===== src/rtl/adc_sample_averager.sv =====
// Reads each XADC conversion over DRP and publishes the average of 2^LOG2_AVG samples.
// Optional macro SP_ADC_HYST_EN adds a hysteresis gate (HYST LSBs) on V_AVG updates.
module adc_sample_averager #(
  parameter int LOG2_AVG    = 2,
  parameter int TIMEOUT_CYC = 64,
  parameter int HYST        = 4
) (
  input  logic        CLK,
  input  logic        RESET_N,
  input  logic        EOC,
  input  logic [4:0]  CHANNEL_IN,
  input  logic        DRDY,
  input  logic [15:0] DO,
  output logic        DEN,
  output logic [6:0]  DADDR,
  output logic [11:0] V_AVG,
  output logic        V_VALID,
  output logic        BUSY,
  output logic        TIMEOUT_ERR
);

  localparam int AW = 12 + LOG2_AVG;
  localparam int CW = (LOG2_AVG > 0) ? LOG2_AVG : 1;
  localparam logic [CW-1:0] CNT_LAST = CW'((1 << LOG2_AVG) - 1);
  localparam logic [7:0]    TMO_LAST = 8'(TIMEOUT_CYC - 1);

  typedef enum logic [1:0] {S_IDLE, S_REQ, S_WAIT} state_t;

  state_t        state_q, state_d;
  logic [4:0]    ch_q, ch_d;
  logic [7:0]    tmo_q, tmo_d;
  logic [AW-1:0] acc_q, acc_d;
  logic [CW-1:0] cnt_q, cnt_d;
  logic          den_q, den_d;
  logic [6:0]    daddr_q, daddr_d;
  logic [11:0]   v_avg_q, v_avg_d;
  logic          v_valid_q, v_valid_d;
  logic          busy_q, busy_d;
  logic          tmo_err_q, tmo_err_d;
  logic [AW-1:0] acc_sum;
  logic [11:0]   new_avg;
  logic          unused_ok;

`ifdef SP_ADC_HYST_EN
  logic               upd_seen_q, upd_seen_d;
  logic signed [12:0] diff;
  logic [12:0]        mag;
  assign unused_ok = &{1'b0, DO[3:0]};
`else
  assign unused_ok = &{1'b0, DO[3:0], 13'(HYST)};
`endif

  always_comb begin
    state_d   = state_q;
    ch_d      = ch_q;
    tmo_d     = tmo_q;
    acc_d     = acc_q;
    cnt_d     = cnt_q;
    den_d     = 1'b0;
    daddr_d   = 7'd0;
    v_avg_d   = v_avg_q;
    v_valid_d = 1'b0;
    tmo_err_d = tmo_err_q;
    acc_sum   = acc_q + AW'(DO[15:4]);
    new_avg   = acc_sum[AW-1:LOG2_AVG];
`ifdef SP_ADC_HYST_EN
    upd_seen_d = upd_seen_q;
    diff       = $signed({1'b0, new_avg}) - $signed({1'b0, v_avg_q});
    mag        = diff[12] ? 13'(-diff) : 13'(diff);
`endif

    case (state_q)
      S_IDLE: begin
        if (EOC) begin
          ch_d    = CHANNEL_IN;
          den_d   = 1'b1;
          daddr_d = {2'b00, CHANNEL_IN};
          state_d = S_REQ;
        end
      end
      S_REQ: begin
        tmo_d   = 8'd0;
        state_d = S_WAIT;
      end
      S_WAIT: begin
        // DRDY has priority over the timeout terminal cycle
        if (DRDY) begin
          state_d = S_IDLE;
          if (cnt_q == CNT_LAST) begin
            acc_d = '0;
            cnt_d = '0;
`ifdef SP_ADC_HYST_EN
            if (!upd_seen_q || (mag >= 13'(HYST))) begin
              v_avg_d    = new_avg;
              v_valid_d  = 1'b1;
              upd_seen_d = 1'b1;
            end
`else
            v_avg_d   = new_avg;
            v_valid_d = 1'b1;
`endif
          end else begin
            acc_d = acc_sum;
            cnt_d = cnt_q + 1'b1;
          end
        end else if (tmo_q == TMO_LAST) begin
          tmo_err_d = 1'b1;
          state_d   = S_IDLE;
        end else begin
          tmo_d = tmo_q + 8'd1;
        end
      end
      default: state_d = S_IDLE;
    endcase

    busy_d = (state_d != S_IDLE);
  end

  always_ff @(posedge CLK or negedge RESET_N) begin
    if (!RESET_N) begin
      state_q    <= S_IDLE;
      ch_q       <= 5'd0;
      tmo_q      <= 8'd0;
      acc_q      <= '0;
      cnt_q      <= '0;
      den_q      <= 1'b0;
      daddr_q    <= 7'd0;
      v_avg_q    <= 12'd0;
      v_valid_q  <= 1'b0;
      busy_q     <= 1'b0;
      tmo_err_q  <= 1'b0;
`ifdef SP_ADC_HYST_EN
      upd_seen_q <= 1'b0;
`endif
    end else begin
      state_q    <= state_d;
      ch_q       <= ch_d;
      tmo_q      <= tmo_d;
      acc_q      <= acc_d;
      cnt_q      <= cnt_d;
      den_q      <= den_d;
      daddr_q    <= daddr_d;
      v_avg_q    <= v_avg_d;
      v_valid_q  <= v_valid_d;
      busy_q     <= busy_d;
      tmo_err_q  <= tmo_err_d;
`ifdef SP_ADC_HYST_EN
      upd_seen_q <= upd_seen_d;
`endif
    end
  end

  assign DEN         = den_q;
  assign DADDR       = daddr_q;
  assign V_AVG       = v_avg_q;
  assign V_VALID     = v_valid_q;
  assign BUSY        = busy_q;
  assign TIMEOUT_ERR = tmo_err_q;

endmodule


===== config.mk =====
export PLATFORM = sky130hd
export DESIGN_NAME = adc_sample_averager
export DESIGN_NICKNAME = d
export VERILOG_FILES = /design/src/rtl/adc_sample_averager.sv
export SDC_FILE = /design/constraint.sdc
export NUM_CORES = 1
export LEC_CHECK = 0
export ABC_AREA = 0
export BUFFER_PORTS_ARGS = -buffer_cell sky130_fd_sc_hd__buf_4
export CAP_MARGIN = 15
export CORE_MARGIN = 4
export CORE_UTILIZATION = 45
export CTS_CLUSTER_SIZE = 24
export DETAILED_ROUTE_END_ITERATION = 12
export HOLD_SLACK_MARGIN = 0.08
export PLACE_DENSITY = 0.76
export SYNTH_ARGS = -nofsm -noshare
export SYNTH_HDL_FRONTEND = slang
export SYNTH_SLANG_ARGS = --single-unit
export TNS_END_PERCENT = 20

===== constraint.sdc =====
create_clock -name CLK -period 2.5 [get_ports CLK]
set_input_delay 0.25 -clock CLK [delete_from_list [all_inputs] [get_ports CLK]]
set_output_delay 0.25 -clock CLK [all_outputs]
set_load 0.05 [all_outputs]

* Word level (Yosys, flattened, before mapping) *
Cells that the tools add are included.

operators by class
  $lt $le $gt $ge = 0
  $mul = 0
  add/subtract/negate cells = 3
  reduce and logical (&&, ||, !) cells = 7
  shift operators = 0
  eq/ne operators = 6
  div/mod/pow operators = 0
  mux-type cells = 16
  bitwise operators = 1

operators with widths
  cell                                                  number
  two-way mux 8 bit                                     2
  case mux 8 bit (2 select lines)                       1
  adder 14 x 12 -> 14 bit                               1
  two-way mux 14 bit                                    1
  two-way mux 5 bit                                     2
  AND reduction 3 bit                                   3
  adder 8 x 1 -> 8 bit (second input constant)          1
  equality test 8 x 6 -> 1 bit (second input constant)  1
  two-way mux 2 bit                                     4
  case mux 2 bit (3 select lines)                       1
  two-way mux 1 bit                                     5
  equality test 2 bit (second input constant)           2
  != test 2 bit (second input constant)                 2
  nonzero test 2 bit                                    2
  adder 2 x 1 -> 2 bit (second input constant)          1
  equality test 2 x 1 -> 1 bit (second input constant)  1
  logical NOT 2 bit                                     1
  AND reduction 2 bit                                   1
  inverter 1 bit                                        1

storage, ports and cells
  latch bits = 0
  bits in registers = 49
  logic and storage cells = 43
  bits of input ports = 25
  memory bits (read-only) = 0
  memories kept = 0
  memory bits (writable) = 0
  output and inout bits = 23

* Longest topological paths before layout *
  depth in word-level cells = 5
  mapped depth = 9
  depth with buffers taken out = 9

* Worst setup path before layout *
No wires, ideal clock.

  path kind = reg-to-reg
  from = register acc_q[0]
  to = register acc_q[10]
  data required time = 2.378 ns
  period minus slack after synthesis = 2.071 ns
  path buffers = 0
  arrival = 1.949 ns
  setup time = 0.122 ns
  stages on the path, launching flop included = 10
  slack = 0.429 ns
  cells stage by stage = dfrtp_1 -> ha_1 -> inv_1 -> fa_1 -> nor2b_4 -> o31a_1 -> o21ai_2 -> a21oi_1 -> or3_1 -> a32o_1

between the ends
  word-level cells in the longest chain between the ends = 2

ends and longest elaborated chain
  element                   line  RTL
  start: declaration        32    logic [AW-1:0] acc_q, acc_d;
  start signal: assignment  124   acc_q <= '0;
  start signal: assignment  139   acc_q <= acc_d;
  adder 14 x 12 -> 14 bit   64    acc_sum = acc_q + AW'(DO[15:4]);
  two-way mux 14 bit        89    if (cnt_q == CNT_LAST) begin

No other way between the ends.
A chain may end at the register's enable or synchronous reset.

* Worst setup path in the final report *
Ends and elaborated chain as after synthesis.

==> metrics.yaml <==
yosys.cell_types.count: 44
via_per_inst: 5.274
fp.dieH_um: 81.67
leakagePower_nw: 1.446
antenna_cells: 0
first_pass_iters: 4
power.switching_mw: 1.510
pwr-share-comb: 0.503
finalCriticalPeriod_ns: 2.244
cts-root-buf: "clkbuf_8"
finClkSkew_ns: 0.004261
ir_worst_vdd_uv: 530.9
h-tree-depth: 2
wire_per_inst_um: 13.46
post-route-util: 0.5680
pwr-share-clk: 0.164
path_cells: "ha_1 -> inv_1 -> fa_1 -> nor2b_4 -> o31a_1 -> o21ai_2 -> a21oi_1 -> or3_1 -> a32o_1"
crit_path_max_fanout: 4
hpwl_um: 3576
drc: 0
async_reset_ff_frac: 1.000
yosysWarnings: 0
place_congestion: 0.8122
p_int_mw: 2.010
setup_viol: 0
slew_viol_final: 0
cts_setup_buffers: 0
yosys.area.top_type_share: 0.4816
ant_nets: 0
antenna_found_initial: 0
die_w_um: 81.67
pin_count: 48
sw_frac_of_total: 0.4289
worst_pin_slew_ns: 0.6716
row_count: 26
drive_gt1_frac: 0.2118
synthTopCellsByArea: "dfrtp_1, ha_1, o21ai_0"
synth_common_cells: "dfrtp_1, nand2_1, o21ai_0, ha_1, a21oi_1"
crit_arrival_ns: 2.44
final.setup.tns_ns: 0
critical-path-max-stage-delay_ns: 0.39
maxSlewHeadroom: 0.5484
seq_area_frac_synth: 0.4816
grt_pass1_wl_um: 8142
fin_nets: 327
cp-start-kind: "flip-flop"
rsz0062_at_grt: "no"
syn_inst: 244
cts_buffers: 5
critPathKind: "flip-flop to flip-flop"
die-area_um2: 6670
syn2layout_area_growth_pct: 20.29
worst_hold_slack_ns: 0.1558
p_per_area_nw_per_um2: 1198
totalWireLength_um: 4818
place_inst: 349
cp_slowest_cell: "dfrtp_1"
clock-sinks: 47
clock_latency_ns: 0.29
grt_pass1_vias: 1860
portBuffers: 41
seqPwrFrac: 0.333
cp-end-kind: "flip-flop"
drt_iter0_markers: 59
via_count: 1888
cap_viol_max_count: 0
synth_edf_count: 0
fin_crit_sh: 0.8977
synthFlopType: "dfrtp_1"
postSynthRegisterBits: 47
cts_max_path_buffers: 2
core_area_um2: 5172
cp.required_ns: 2.69
overflow: 0
status: "finished clean"
layout.cells.non_filler: 358
tritoncts: "done"
syn_avg_cell_area_um2: 10.01
grt_max_degree: 48
power_mw: 3.520
mappedNetlistArea_um2: 2442
start_util: 0.4722
clk_pin_slew_ns: 0.09
synth_most_common_cell: "dfrtp_1"
finalHoldViolCount: 0
hp-class: "input port to flip-flop"
yosysTopAreaCell: "dfrtp_1"
grt_usage: 0.1557
fmax_mhz: 445.6
==> timing repair <==
item,4_1_cts,5_1_grt
hold buffers,1,0
hold endpoints to repair,47,0
endpoints found under the setup margin,0,0
resized for setup,0,0
==> cells by family after synthesis <==
family | after synthesis | share of synthesized area
and+or+nand+nor | 78 | 0.1639
AOI/OAI and AO/OA | 72 | 0.1921
DFF | 47 | 0.4816
buffers and inverters | 18 | 0.03125
adders and majority gates | 15 | 0.07992
xor gates and xnor gates | 10 | 0.03586
muxes | 3 | 0.01383
other | 1 | 0.001535
==> layer usage <==
metal,track usage,vias up,wire [um]
met5,0,-,0
met4,0.03488,0,41
met3,0.04167,5,253
met2,0.2712,36,2300
met1,0.1933,900,2223
li1,-,947,-
==> per-stage QoR <==
stage	setup WS [ns]	area (um^2)
floorplan	0.4294	2446
global placement	0.3072	2810
detailed placement	0.2802	2810
CTS	0.2716	2938
global route	0.1238	2938
finish	0.2559	2938
==> cells in the final DEF, fill, tap and decap left out, drive strengths merged, types with 2 or more instances in the layout <==
cell / Yosys / routed
o21a: 3 / 3
ha: 14 / 14
a31o: 3 / 3
conb: 1 / 2
nand4b: 2 / 2
o31a: 2 / 2
buf: 3 / 42
nand4: 2 / 2
nor3b: 2 / 2
nand2: 34 / 34
or3: 3 / 3
o31ai: 4 / 4
inv: 10 / 10
and2: 6 / 6
nor2b: 3 / 3
clkbuf: 5 / 6
dfrtp: 47 / 47
o21ai: 31 / 31
a21oi: 12 / 12
a21o: 7 / 7
nand3b: 3 / 3
nand2b: 2 / 2
o311ai: 2 / 2
nor2: 10 / 10
and3: 4 / 4
a31oi: 2 / 2
xnor2: 6 / 6
xor2: 4 / 4
nor3: 3 / 3
a22o: 3 / 3
mux2: 3 / 3
==> state kept, by name, indices dropped and copies added (netlist names), 2 cells and up <==
name     flops
DADDR        5
V_AVG       12
acc_q       14
cnt_q        2
state_q      2
tmo_q        8
==> path summary, 6_finish.rpt <==
check                              startpoint           to  slack [ns]  cells past startpoint
worst max-delay path                 acc_q[0]    acc_q[10]        0.26                      9
worst min-delay path            CHANNEL_IN[3]     DADDR[3]        0.16                      2
worst max register to register       acc_q[0]    acc_q[10]        0.26                      9
worst min register to register    TIMEOUT_ERR  TIMEOUT_ERR        0.47                      1
max in group asynchronous             RESET_N      V_VALID        1.61                      2
min in group asynchronous             RESET_N     acc_q[1]        0.48                      2
==> final cells by class <==
class | instances | area (um^2)
clock inverters | 2 | 35.03
clock buffers | 6 | 82.58
repair buffers | 43 | 325.3
flip-flops and latches | 47 | 1176
multi-input cells | 180 | 1194
fillers | 444 | 2235
inverters | 10 | 37.54
well taps | 70 | 87.58
==> critical path, delay by kind of cell (launching register included) <==
kind	cells	cell delay, ns
AOI/OAI and AO/OA	4	0.85
adders and majority gates	2	0.45
DFF	1	0.39
and+or+nand+nor	2	0.40
buffers and inverters	1	0.07
==> power by group through the flow <==
stage               Sequential, mW  Combinational [mW]  Clock [mW]
floorplan                     1.56               0.947           0
global placement              1.18                1.74           0
detailed placement            1.19                1.78           0
CTS                           1.18                1.79       0.601
global route                  1.21                1.96       0.628
finish                        1.17                1.77       0.578
Power figures use the tool's default switching activity.
